File: src/rtl/fetch_unit.sv
// rtl/fetch_unit.sv - instruction fetch stage and IF/ID pipeline register
//
// Holds the PC and presents it to instruction memory. Each fetched word is
// registered into IF/ID together with its PC. Branches resolved in ID
// redirect the PC, and every taken branch places one bubble in IF/ID.
//
// Ports:
//   clk, reset          clock; asynchronous active-low reset
//   imem_addr           current PC (combinational)
//   imem_rdata/valid    instruction word at imem_addr and its valid flag
//   stall               hold PC, IF/ID and counters
//   brTaken, uncondBr,
//   branchReg, cond_met,
//   reg_target          branch controls and register target from ID
//   id_valid/instr/pc   IF/ID register contents
//   id_opcode           id_instr[31:21] for the control decoder
//   id_pc_plus4         id_pc + 4, the BL link value
//   fetch_count         saturating count of instructions accepted into IF/ID
//   bubble_count        saturating count of bubbles inserted into IF/ID
module fetch_unit #(
  parameter logic [63:0] RESET_PC = 64'h0,
  parameter int unsigned CNT_W    = 32
) (
  input  logic             clk,
  input  logic             reset,
  output logic [63:0]      imem_addr,
  input  logic [31:0]      imem_rdata,
  input  logic             imem_valid,
  input  logic             stall,
  input  logic             brTaken,
  input  logic             uncondBr,
  input  logic             branchReg,
  input  logic             cond_met,
  input  logic [63:0]      reg_target,
  output logic             id_valid,
  output logic [31:0]      id_instr,
  output logic [10:0]      id_opcode,
  output logic [63:0]      id_pc,
  output logic [63:0]      id_pc_plus4,
  output logic [CNT_W-1:0] fetch_count,
  output logic [CNT_W-1:0] bubble_count
);

  localparam logic [0:0] BOOT = 1'b0;
  localparam logic [0:0] RUN  = 1'b1;

  localparam logic [CNT_W-1:0] CNT_ONE = CNT_W'(1);
  localparam logic [CNT_W-1:0] CNT_MAX = '1;

  logic [0:0]  state;
  logic [63:0] pc;
  logic        redirect;
  logic [63:0] uncondOffset;
  logic [63:0] condOffset;
  logic [63:0] target;

  assign imem_addr   = pc;
  assign id_opcode   = id_instr[31:21];
  assign id_pc_plus4 = id_pc + 64'd4;

  // Branch inputs only mean something while ID holds a real instruction.
  assign redirect = id_valid & brTaken & (uncondBr | cond_met) & ~stall;

  // imm26 for B/BL, imm19 for B.cond/CBZ; both are word offsets.
  assign uncondOffset = {{36{id_instr[25]}}, id_instr[25:0], 2'b00};
  assign condOffset   = {{43{id_instr[23]}}, id_instr[23:5], 2'b00};

  always_comb begin
    target = id_pc + condOffset;
    if (branchReg) begin
      target = reg_target;
    end else if (uncondBr) begin
      target = id_pc + uncondOffset;
    end
  end

  always_ff @(posedge clk or negedge reset) begin
    if (!reset) begin
      state        <= BOOT;
      pc           <= RESET_PC;
      id_valid     <= 1'b0;
      id_instr     <= 32'd0;
      id_pc        <= 64'd0;
      fetch_count  <= '0;
      bubble_count <= '0;
    end else begin
      case (state)
        BOOT: state <= RUN;
        default: begin
          if (!stall) begin
            if (redirect || !imem_valid) begin
              // A redirect drops the word fetched this cycle without counting it.
              if (redirect) begin
                pc <= target;
              end
              id_valid <= 1'b0;
              id_instr <= 32'd0;
              id_pc    <= 64'd0;
              if (bubble_count != CNT_MAX) begin
                bubble_count <= bubble_count + CNT_ONE;
              end
            end else begin
              pc       <= pc + 64'd4;
              id_valid <= 1'b1;
              id_instr <= imem_rdata;
              id_pc    <= pc;
              if (fetch_count != CNT_MAX) begin
                fetch_count <= fetch_count + CNT_ONE;
              end
            end
          end
        end
      endcase
    end
  end

endmodule

File: config.mk
export PLATFORM = sky130hd
export DESIGN_NAME = fetch_unit
export DESIGN_NICKNAME = d
export VERILOG_FILES = /design/src/rtl/fetch_unit.sv
export SDC_FILE = /design/constraint.sdc
export NUM_CORES = 1
export LEC_CHECK = 0
export BUFFER_PORTS_ARGS = -buffer_cell sky130_fd_sc_hd__buf_4
export CAP_MARGIN = 15
export CORE_MARGIN = 2
export CORE_UTILIZATION = 60
export CTS_BUF_LIST = sky130_fd_sc_hd__clkbuf_8
export DETAILED_ROUTE_END_ITERATION = 6
export GPL_TIMING_DRIVEN = 0
export HOLD_SLACK_MARGIN = 0.06
export PLACE_DENSITY = 0.89
export SLEW_MARGIN = 20
export SYNTH_ARGS = -nofsm -noshare
export SYNTH_HDL_FRONTEND = slang
export SYNTH_SLANG_ARGS = --single-unit
File: constraint.sdc
create_clock -name clk -period 7.16 [get_ports clk]
set_input_delay 0.716 -clock clk [delete_from_list [all_inputs] [get_ports clk]]
set_output_delay 0.716 -clock clk [all_outputs]
set_load 0.05 [all_outputs]
### Word-level counts from Yosys, hierarchy flattened

Cells that the tools add are included.

| word-level totals | value |
|---|---|
| flip-flop bits (word level) | 226 |
| bits of input ports | 104 |
| output and inout bits | 300 |

| operators by class | value |
|---|---|
| add/sub/neg operators | 6 |
| eq/ne operators | 3 |
| muxes and demuxes | 7 |
| bitwise logic cells | 6 |
| reductions and logical operators | 6 |

Operators with widths:

| operator | number |
|---|---|
| 2-to-1 mux 64 bit | 5 |
| adder 64 x 3 -> 64 bit, second input constant | 2 |
| adder 64 bit | 2 |
| adder 32 x 1 -> 32 bit, second input constant | 2 |
| inequality test 32 bit, second input constant | 2 |
| 2-to-1 mux 32 bit | 1 |
| AND reduction 4 bit | 2 |
| bitwise AND 1 bit | 3 |
| AND reduction 3 bit | 1 |
| inequality test 2 bit, second input constant | 1 |
| inverter 1 bit | 2 |
| AND reduction 2 bit | 1 |
| zero test 1 bit | 1 |
| logical OR 1 bit | 1 |
| 2-to-1 mux 1 bit | 1 |
| bitwise OR 1 bit | 1 |

### Logic depth before layout (Yosys ltp)

| depth | value |
|---|---|
| depth after elaboration | 6 |
| depth in mapped cells | 16 |
| depth with buffers taken out | 13 |

### Worst setup path after synthesis

OpenSTA, ideal clock, no wires.

| timing path | value |
|---|---|
| path type | input-to-reg |
| start point | input port uncondBr |
| end point | register pc[61], in the netlist imem_addr[61] |
| library setup time | 0.077 ns |
| data arrival time | 4.466 ns |
| data required time | 7.083 ns |
| slack | 2.617 ns |
| stages on the path | 14 |
| buffers on the path | 2 |
| path through | buf_2 -> nand2b_1 -> nand2_1 -> ha_1 -> buf_2 -> nand4_1 -> or3_1 -> a211oi_2 -> o31ai_2 -> a2111oi_2 -> o21ai_1 -> a211oi_1 -> mux2_2 -> a21oi_1 |

| on the way | value |
|---|---|
| cells in the longest elaborated chain, start to end | 6 |
| elaborated cells on any way between the ends | 10 |
| classes of those cells | eq/ne (1); mux (4); bitwise (3); reduce/logical (2) |

RTL lines:

| item | RTL line | source |
|---|---|---|
| from (decl) | 31 | `input logic uncondBr,` |
| bitwise OR 1 bit | 62 | `assign redirect = id_valid & brTaken & (uncondBr \| cond_met) & ~stall;` |
| bitwise AND 1 bit (2 in a row) | 62 |  |
| logical OR 1 bit | 91 | `if (redirect \|\| !imem_valid) begin` |
| inequality test 2 bit (no line) | - |  |
| AND reduction 3 bit (no line) | - |  |
| to (signal assigned) | 94 | `pc <= target;` |
| to (signal assigned) | 103 | `pc <= pc + 64'd4;` |
| to (decl) | 51 | `logic [63:0] pc;` |

Parallel ways exist; a longest one is shown, timed or not. The select of a mux whose other input is x is not followed.
A chain may end at the register's enable or synchronous reset.

### Final worst setup path

| timing path | value |
|---|---|
| start point | register id_pc[5] |
| end point | output port id_pc_plus4[62] |

| on the way | value |
|---|---|
| cells in the longest elaborated chain, start to end | 1 |

RTL lines:

| item | RTL line | source |
|---|---|---|
| from (decl) | 38 | `output logic [63:0] id_pc,` |
| from (signal assigned) | 106 | `id_pc <= pc;` |
| adder 64 x 3 -> 64 bit | 59 | `assign id_pc_plus4 = id_pc + 64'd4;` |
| to (decl) | 39 | `output logic [63:0] id_pc_plus4,` |

No other way between the ends.

==> impl_summary.md <==
Status
The flow ran to the end, and the final reports show no timing, DRC or antenna violations.

Clock tree
The number of hold buffers added after CTS was 0. The H-tree depth is 2. Buffers added to address setup during post-CTS repair amount to 0.

The number of buffers on the longest clock path is 3. The number of cells upsized or downsized after cts is 0. The tree is rooted in a sky130_fd_sc_hd__clkbuf_8. The tree built by TritonCTS fans out to 226 sinks. Clock latency on the worst-skew pair, taken at its later pin, is 0.60 ns. Clock-pin slew was measured on the worst setup and hold paths at 0.07 ns. The CTS tree is yes. TritonCTS created 40 clock buffers.

Yosys
The synthesized area is 0.0158 sq mm. For this run, the leading register cell type out of synthesis is sky130_fd_sc_hd__dfrtp_1. After synthesis the netlist holds a flip-flop and latch count of 226.

Of all flip-flops after synthesis, the portion carrying an async set or reset was 1.00. The cell count after synthesis is 1844. After synthesis, the netlist uses 84 different library cells. For this run, the number of Yosys warnings is 0. Counting every net in the synthesized netlist gives 2014.

For this run, the register share of the synthesized area comes to 0.359. The number of enable-type register cells in the synthesized netlist is 0. The post-synthesis average cell area is 8.55 sq um.

Global route
The number of antenna violations at the first check in global routing is 0. The global routing usage on met1 is 0.540. The total overflow left after global routing is 0. In the global route stage, overall resource usage came out at 0.438. For this run, global-route usage on met3 was measured as 0.113. The global-route wire length before repair is 96000 um. The layer with the highest usage after global routing is met2. For met2 alone, demand over resource in global routing was 0.708. The via count of the first global-routing pass is 17000. Entering global routing, the biggest net connects 92 pins.

Timing
The transition time at the pin with the least slew margin is 1.12 ns. For the final routed database, the setup TNS stands at 0 ns. Setup violations remaining at the end of the flow were counted as 0. The worst clock skew on the final layout is 0.0491 ns.

The number of pins with negative max-slew slack in the final report was 0. The maximum clock frequency is 0.190 GHz. The worst path in the final design needs a cycle of 5.27 ns, including I/O delays and setup. The final critical-path setup slack is 1.89 ns. Setup repair after global routing left no endpoint under its margin. The worst relative slew slack is 0.256.

The final-report hold violation count is 0. The share of the clock period used by the worst path after layout is 0.736.

Setup path
The start point of the critical path is id_pc[5]$_DFFE_PN0P_. The worst register-to-register path has a setup slack of 2.23 ns. The combined buffer and inverter count along the critical path is 1.

The critical path ends at id_pc_plus4[62]. For this run, the slowest stage of the critical path takes 0.57 ns. STA classifies the critical path startpoint as a flop. The largest driver fanout on the critical path is 8.

The slowest stage of the critical path is the sky130_fd_sc_hd__nor3_2 cell. The type of destination of the critical path is an output pin. The startpoint of the most critical register-to-register path is id_instr[23]$_DFFE_PN0P_.

The total stage count of the critical path is 11. The capture point of the worst reg-to-reg path is imem_addr[61]$_DFFE_PN0P_. The number of cell instances on the worst register-to-register path is 13.

The critical path in this run is classified as flop to output pin. The data required time of the worst path is 6.44 ns. The signal on the critical path passes through nand4_1 > nor3_2 > and3_1 > and3_1 > nand4_1 > nor3_2 > and3_1 > nand4_1 > nor2_1 > xnor2_1 > buf_4. The cell family contributing the most delay on the critical path is simple AND/OR/NAND/NOR gates. For the worst setup path, the data arrival time is 4.56 ns.

Finish
Measured on the finished design, the core utilization comes to 0.779. The cell area after layout is 0.0202 sq mm. The number of antenna diodes in the final layout is 0. The final layout net count is 2459. Relative to the synthesized area, the layout overhead comes to 27.9%. In the layout the commonest cells are sky130_fd_sc_hd__buf_4, sky130_fd_sc_hd__dfrtp_1, sky130_fd_sc_hd__nand2_1. The share of layout cells above drive strength 1 is 0.233. The library cell used most frequently in the layout, excluding fill and tap cells, is sky130_fd_sc_hd__buf_4.

Routing
Using the TritonRoute via totals, the vias-per-cell ratio works out to 6.66. The number of iterations in the first detailed-routing pass is 6. The DRC marker count from the first detailed-route iteration is 2463.

The post-route DRC violation count is 0. The average routed wire per standard cell is 23.7 um. The total number of vias is 17700.

The count of nets left with antenna violations once routing finished came out at 0. The total wire length is 62800 um.

Die
The die is 166 um wide. The cell row count is 59. The area inside the core boundary is 0.0259 sq mm. For this configuration, the core starts out at a cell density of 0.609. The die is 166 um tall. Pin placement for this block handled 404 I/O pins. The die covers 0.0276 sq mm.

Placement
The sum of net half-perimeters after detailed placement is 46700 um. The final RePlAce weighted congestion is 1.01. The post-place instance area is 0.0193 sq mm. The post-placement setup slack is 1.84 ns. In this run the tool buffered the top-level ports with 401 buffer cells.

Pwr
Power spread over the standard cell area amounts to 296 mW/mm^2. The static leakage power is 9.48 nW. The worst-case vdd ir drop is 0.315 mV.

Flow run
The number of maximum-capacitance violations is 0.

Min path
The type of the worst min-delay path is primary input to async pin.
[cell families (layout without fill, tap and decap cells)]
group                    count (synthesis)  after routing  share of synthesized area
AND/OR/NAND/NOR                        639            639                      0.196
flip-flops                             226            226                      0.359
AO/OA/AOI/OAI                          557            557                      0.233
multiplexers                            31             31                     0.0218
buffers and inverters                  149            622                     0.0402
XOR/XNOR                               175            175                     0.0972
adder cells (fa/ha/maj)                 66             66                     0.0528
other                                    1              1                   0.000238
[how the worst min path moves through the flow]
stage | start | end | slack [ns] | cells after the start
3_5_place_dp | bubble_count[9]$_DFFE_PN0P_ | bubble_count[9]$_DFFE_PN0P_ | 0.48 | 1
3_3_place_gp | fetch_count[28]$_DFFE_PN0P_ | fetch_count[28]$_DFFE_PN0P_ | 0.48 | 1
5_1_grt | reset | imem_addr[51]$_DFFE_PN0P_ | 0.13 | 1
6_report | reset | imem_addr[51]$_DFFE_PN0P_ | 0.09 | 1
4_1_cts | reset | imem_addr[51]$_DFFE_PN0P_ | 0.1 | 1
2_1_floorplan | reset | bubble_count[0]$_DFFE_PN0P_ | 0.42 | 0
[cell type report]
class,instances,area (sq um)
fill,1754,5740
clock inverter,20,221
buffer,107,477
multi-input combinational,1469,9480
clock buffer,50,688
timing repair buffer,403,3070
inverter,42,158
sequential,226,5660
tap,335,419
[metal layers]
| metal | vias up | share of wire |
|---|---|---|
| met5 | - | 0 |
| met4 | 0 | 0.063 |
| met3 | 297 | 0.12 |
| met2 | 1299 | 0.46 |
| met1 | 8415 | 0.36 |
| li1 | 7644 | - |
[report_power, final]
group	leakage, nW	internal, mW	total (mW)	switching (mW)
combinational	6.07	0.844	2.69	1.84
sequential	2.92	1.48	1.89	0.407
clock	0.495	0.783	1.39	0.609
[through the flow]
stage               instances  power (mW)  hold slack (ns)
CTS                      2652        5.90           0.0994
floorplan                1844        3.59            0.420
finish                   2652        5.96           0.0915
global placement         2580        4.46            0.479
detailed placement       2582        4.52            0.479
global route             2652        6.16            0.126
[cell usage after synthesis, drive strengths merged, types with 5 or more instances]
| library cell | n | area share |
|---|---|---|
| dfrtp | 226 | 0.36 |
| a21oi | 156 | 0.050 |
| o21ai | 120 | 0.038 |
| mux2 | 24 | 0.017 |
| nor3 | 36 | 0.013 |
| nand2b | 8 | 0.0032 |
| a21o | 31 | 0.015 |
| and3 | 40 | 0.016 |
| clkbuf | 75 | 0.018 |
| a211oi | 19 | 0.0094 |
| or4 | 5 | 0.0026 |
| nor4 | 14 | 0.0065 |
| inv | 42 | 0.010 |
| ha | 65 | 0.052 |
| nand3 | 91 | 0.029 |
| o21a | 14 | 0.0067 |
| xor2 | 57 | 0.032 |
| or3 | 10 | 0.0040 |
| o22ai | 19 | 0.0075 |
| xnor2 | 118 | 0.066 |
| and4 | 13 | 0.0072 |
| a2111oi | 5 | 0.0036 |
| buf | 32 | 0.012 |
| a22o | 88 | 0.049 |
| o211ai | 9 | 0.0043 |
| and2 | 14 | 0.0056 |
| nand4 | 52 | 0.021 |
| mux2i | 7 | 0.0044 |
| nor2 | 144 | 0.034 |
| o22a | 5 | 0.0028 |
| nand2 | 198 | 0.047 |
| o21bai | 19 | 0.0090 |
| a221oi | 6 | 0.0033 |
| a31oi | 26 | 0.011 |
| o31ai | 5 | 0.0027 |
[flip-flops by register name, summed over array words and instances (netlist names)]
register and count:
id_pc 64, imem_addr 64, bubble_count 32, fetch_count 32
id_instr 32, id_valid 1, state 1
Power figures use the tool's default switching activity.
